**config.mk**
```make
export PLATFORM = sky130hd
export DESIGN_NAME = mips32_fetch_stage
export DESIGN_NICKNAME = d
export VERILOG_FILES = /design/src/rtl/mips32_pkg.sv /design/src/rtl/mips32_fetch_stage.sv
export SDC_FILE = /design/constraint.sdc
export NUM_CORES = 1
export LEC_CHECK = 0
export BUFFER_PORTS_ARGS = -buffer_cell sky130_fd_sc_hd__buf_2
export CORE_ASPECT_RATIO = 0.6
export CORE_MARGIN = 2
export CORE_UTILIZATION = 45
export CTS_CLUSTER_DIAMETER = 150
export DETAILED_ROUTE_END_ITERATION = 8
export PLACE_DENSITY_LB_ADDON = 0.12
export SLEW_MARGIN = 0
export SYNTH_ARGS = -nofsm -noshare
export SYNTH_HDL_FRONTEND = slang
export SYNTH_SLANG_ARGS = --single-unit
```
**constraint.sdc**
```tcl
create_clock -name clk -period 3.7 [get_ports clk]
set_clock_uncertainty 0.1 [all_clocks]
set_input_delay 0.74 -clock clk [delete_from_list [all_inputs] [get_ports clk]]
set_output_delay 0.74 -clock clk [all_outputs]
set_load 0.1 [all_outputs]
```
**src/rtl/mips32_pkg.sv**
```systemverilog
// Shared MIPS32 pipeline constants and the fetch-side halt state encoding.
// Decode and writeback halt logic also use these.
package mips32_pkg;

  localparam int unsigned WordW = 32;

  localparam logic [5:0]       OPC_HLT  = 6'h3f;
  localparam logic [WordW-1:0] NOP_WORD = 32'h0e94a000;  // OR R20,R20,R20

  typedef enum logic [1:0] {
    StRun      = 2'd0,
    StHaltPend = 2'd1,
    StHalted   = 2'd2
  } fetch_state_e;

endpackage

```
**src/rtl/mips32_fetch_stage.sv**
```systemverilog
// MIPS32 IF stage: owns the PC, reads instruction memory and loads the IF/ID register.
// Handles the ID stall, the downstream branch redirect and the fetch-side halt.
module mips32_fetch_stage
  import mips32_pkg::*;
#(
  parameter logic [31:0] RESET_PC  = 32'h0000_0000,
  parameter logic [31:0] NOP_INSTR = NOP_WORD,
  parameter int unsigned IMEM_AW   = 10
) (
  input  logic               clk,
  input  logic               rst,
  input  logic               stall_i,
  input  logic               br_taken_i,
  input  logic [31:0]        br_target_i,
  input  logic               halt_commit_i,
  output logic [IMEM_AW-1:0] imem_addr_o,
  output logic               imem_rd_o,
  input  logic [31:0]        imem_rdata_i,
  output logic [31:0]        if_id_ir_o,
  output logic [31:0]        if_id_npc_o,
  output logic               if_id_valid_o,
  output logic [31:0]        pc_o,
  output logic               halted_o,
  output logic [31:0]        fetch_cnt_o
);

  fetch_state_e state_q, state_d;
  logic [31:0]  pc_q, pc_d;
  logic [31:0]  ir_q, ir_d;
  logic [31:0]  npc_q, npc_d;
  logic         valid_q, valid_d;
  logic [31:0]  cnt_q, cnt_d;

  logic [31:0] pc_inc;
  logic        fetch_is_hlt;

  assign pc_inc       = pc_q + 32'd1;
  assign fetch_is_hlt = (imem_rdata_i[31:26] == OPC_HLT);

  always_ff @(posedge clk) begin
    if (rst) begin
      state_q <= StRun;
      pc_q    <= RESET_PC;
      ir_q    <= NOP_INSTR;
      npc_q   <= 32'd0;
      valid_q <= 1'b0;
      cnt_q   <= 32'd0;
    end else begin
      state_q <= state_d;
      pc_q    <= pc_d;
      ir_q    <= ir_d;
      npc_q   <= npc_d;
      valid_q <= valid_d;
      cnt_q   <= cnt_d;
    end
  end

  // Commit beats redirect beats stall; HALTED is sticky until reset.
  always_comb begin
    state_d = state_q;
    if (halt_commit_i) begin
      state_d = StHalted;
    end else begin
      unique case (state_q)
        StRun: begin
          if (br_taken_i)                   state_d = StRun;
          else if (!stall_i && fetch_is_hlt) state_d = StHaltPend;
        end
        StHaltPend: begin
          if (br_taken_i) state_d = StRun;
        end
        StHalted: state_d = StHalted;
        default:  state_d = StRun;
      endcase
    end
  end

  always_comb begin
    pc_d    = pc_q;
    ir_d    = ir_q;
    npc_d   = npc_q;
    valid_d = valid_q;
    cnt_d   = cnt_q;
    if (halt_commit_i) begin
      ir_d    = NOP_INSTR;
      npc_d   = 32'd0;
      valid_d = 1'b0;
    end else if (state_q != StHalted) begin
      if (br_taken_i) begin
        pc_d    = br_target_i;
        ir_d    = NOP_INSTR;
        npc_d   = 32'd0;
        valid_d = 1'b0;
      end else if (!stall_i) begin
        if (state_q == StRun) begin
          // A fetched HLT is loaded normally; the PC then stays frozen at pc+1.
          pc_d    = pc_inc;
          ir_d    = imem_rdata_i;
          npc_d   = pc_inc;
          valid_d = 1'b1;
          cnt_d   = cnt_q + 32'd1;
        end else begin
          ir_d    = NOP_INSTR;
          npc_d   = 32'd0;
          valid_d = 1'b0;
        end
      end
    end
  end

  always_comb begin
    imem_rd_o = (state_q == StRun);
    halted_o  = (state_q == StHalted);
  end

  assign imem_addr_o   = pc_q[IMEM_AW-1:0];
  assign pc_o          = pc_q;
  assign if_id_ir_o    = ir_q;
  assign if_id_npc_o   = npc_q;
  assign if_id_valid_o = valid_q;
  assign fetch_cnt_o   = cnt_q;

endmodule

```
==> reports/results.md <==
### Run status
• finished, final reports clean — outcome

### Setup path
• 3910 ps — Required @ worst endpoint
• 2990 ps — Arrival @ worst endpoint
• flip-flop — CP Capture Type
• reg2reg — Worst Setup Path Type
• pc_o[3]$_SDFFE_PP0P_ — Critical R2R Launch
• flip-flop — Worst Setup Start Kind
• pc_o[3]$_SDFFE_PP0P_ — crit path from
• 10 — Worst Path Max Fanout
• 5 — path depth of the worst reg2reg path

### Drt
• 0 — remaining design rule violation count
• 0 — count of antenna-violating nets left after detailed routing
• 6237 — detailed-route via count
• 5.476 — Avg Vias per Cell
• 646 — Starting DRT DRC Count
• 4 — count of TritonRoute iterations in the first routing pass
• 16.49 um — routed length per placed instance
• 18790 um — routed wire length

### Timing
• 806.2 ps — pin slew with the least headroom to its limit
• 0 ps — Fin Setup TNS
• 75.12% — final clock period utilization by the worst path
• 0 — Fin. Hold Viols
• 0 — final slew viol count
• false — setup repair after global routing missed its margin
• 45.76% — worst-case headroom to the max-slew limit
• 2779 ps — minimum period implied by the final worst setup slack
• 0 — number of setup violations in the final report
• 359.8 MHz — f_max
• 920.7 ps — Setup WS post-layout

### Global routing
• 75 — maximum number of pins on one net before global-route repair
• 5515 — vias in the first global route
• 29550 um — first-pass GRT wire length
• 0 — residual overflow from global routing
• 25.27% — GR Util All Layers
• 0 — initial antenna violation count

### Layout
• sky130_fd_sc_hd__buf_2 — commonest non-fill, non-tap cell in the layout
• 28.19% — ratio of cells with drive above 1 in the final layout
• sky130_fd_sc_hd__buf_2, sky130_fd_sc_hd__dfxtp_1, sky130_fd_sc_hd__nor2_1 — commonest non-fill, non-tap cells in the layout
• 58.52% — post-layout util
• 1005 — Net count, final
• 0 — antenna diode count
• 26.95% — Area Overhead vs Synth
• 0.007998 sq mm — area of all placed cells without fillers

### Place
• 209 — Port Buffer Count
• 0.007371 sq mm — placed standard-cell area
• 0.8641 — final RePlAce weighted congestion
• 13290 um — detailed-placement wirelength estimate
• 850.2 ps — Setup Slack @ Placement

### Pwr
• 3.361 nW — leakage power figure
• 0.2868 mV — VDD IR-drop max
• 471.1 mW/mm^2 — Power per Cell Area

### Synthesis
• 0.8342% — mux share of post-synthesis cell area
• 0% — Post-synth ARST share
• sky130_fd_sc_hd__dfxtp_1 — area leader, netlist
• sky130_fd_sc_hd__dfxtp_1 — prevailing post-synth register cell
• 131 — number of synthesized register bits
• simple AND/OR/NAND/NOR gates — combinational family with the most area after synthesis
• 51 — count of cell types in the netlist
• 41.63% — Seq/Total Area, Yosys
• 0.006300 sq mm — Netlist Area Pre-Place
• 0 — Post-synth EDFFs
• 26.20% — post-synthesis share of cell area spent on and, or, nand and nor gates
• 41.63% — post-synth top area share
• 0 — number of warning messages in the yosys log
• 765 — gate count of the mapped netlist
• 7.786% — XOR/XNOR share of the synthesized area
• 836 — Syn Nets
• 17.24% — area fraction in compound gates after synthesis
• sky130_fd_sc_hd__dfxtp_1, sky130_fd_sc_hd__nor2_1, sky130_fd_sc_hd__xnor2_1 — main area contributors after synthesis
• 8.235 sq um — Avg Cell Area, Syn
• 0.3972% — adder-cell area share of the yosys netlist

### Clock tree
• 420 ps — Clock Latency Late Sink
• 60 ps — clock transition time at the flip-flop clock pins of the worst setup and hold paths
• 17 — TritonCTS buffer count
• 4 — H-tree levels
• 0 — Post-CTS Hold Buffers
• built — clock tree from TritonCTS
• sky130_fd_sc_hd__clkbuf_16 — clk root buf
• 2 — clock buffer depth
• 0 — post-CTS setup buffer count
• 0 — count of instances resized after the clock tree is built
• 131 — number of clock sinks seen by CTS

### Hold path
• if_id_npc_o[25]$_SDFFE_PP0P_ — Hold Path Origin
• 2 — hold-critical path depth
• reg2reg — Hold Crit Class

### Die
• 95.65 um — height of the die
• 33 — number of rows created at floorplan
• 156.8 um — DIE WIDTH
• 210 — boundary pin count
• 0.01499 sq mm — DIE AREA
• 46.10% — Starting Density
• 0.01367 sq mm — floorplan core area

### Flow run
• 0 — max cap viols

-- Yosys cell counts, drive strengths merged, types with 16 or more instances --
master	n
dfxtp	131
buf	22
xnor2	42
nand2	77
a22oi	42
nor4	16
o21ai	40
nand3	31
nor3	19
clkbuf	49
a21oi	25
nor2	100
nand4	25
-- metal layers --
layer  GRT usage, %  vias up  share of wire [%]
met5              0        -                  0
met4          8.257        0                1.1
met3          6.045       16                7.7
met2          33.77      241                 39
met1          38.86     2905                 52
li1               -     3075                  -
-- cells by family (layout without fill, tap and decap cells) --
| kind of cell | count (synthesis) | count (layout) |
|---|---|---|
| AO/OA/AOI/OAI | 165 | 165 |
| XOR/XNOR | 56 | 56 |
| adder cells (fa/ha/maj) | 2 | 2 |
| buffers and inverters | 85 | 267 |
| flip-flops | 131 | 131 |
| multiplexers | 5 | 5 |
| AND/OR/NAND/NOR | 321 | 321 |
-- flip-flops by register name (all words and copies together), names as in the netlist --
name and cells:
if_id_npc_o 32, if_id_ir_o 32, state_q 2, if_id_valid_o 1
pc_o 32, fetch_cnt_o 32
-- path summary, 6_finish.rpt --
check | to | slack [ps]
setup / recovery | pc_o[23]$_SDFFE_PP0P_ | 920
hold / removal | if_id_npc_o[25]$_SDFFE_PP0P_ | 350
hold reg to reg | if_id_npc_o[25]$_SDFFE_PP0P_ | 350
setup reg to reg | pc_o[23]$_SDFFE_PP0P_ | 920
-- report_power, final --
part / switching, mW / internal, mW / leakage [nW]
sequential: 0.0424 / 1.44 / 1.06
combinational: 0.382 / 0.109 / 1.99
clock: 0.697 / 1.10 / 0.311
-- stage by stage --
| step | instances | hold WS [ps] | power (mW) |
|---|---|---|---|
| 3_3_place_gp | 1107 | 334.1 | 1.999 |
| 2_1_floorplan | 765 | 353.2 | 1.881 |
| 3_5_place_dp | 1107 | 341.2 | 1.999 |
| 5_1_grt | 1139 | 383.2 | 3.896 |
| 6_report | 1139 | 348.0 | 3.768 |
| 4_1_cts | 1139 | 355.8 | 3.793 |
-- worst max-delay path, stage by stage, from the launching register on --
cell and delay, ps:
sky130_fd_sc_hd__dfxtp_1 530, sky130_fd_sc_hd__nand4_1 310, sky130_fd_sc_hd__or4_1 830, sky130_fd_sc_hd__nor3_1 430
sky130_fd_sc_hd__o21ai_0 170, sky130_fd_sc_hd__a32o_1 300
-- final cells by class --
| class | instances | area [sq um] |
|---|---|---|
| Multi-Input combinational cell | 549 | 3319 |
| Clock inverter | 14 | 187.7 |
| Clock buffer | 18 | 439.2 |
| Sequential cell | 131 | 2623 |
| Timing Repair Buffer | 221 | 1136 |
| Fill cell | 1308 | 5669 |
| Tap cell | 192 | 240.2 |
| Inverter | 14 | 52.55 |
(Power assumes the default switching activity.)
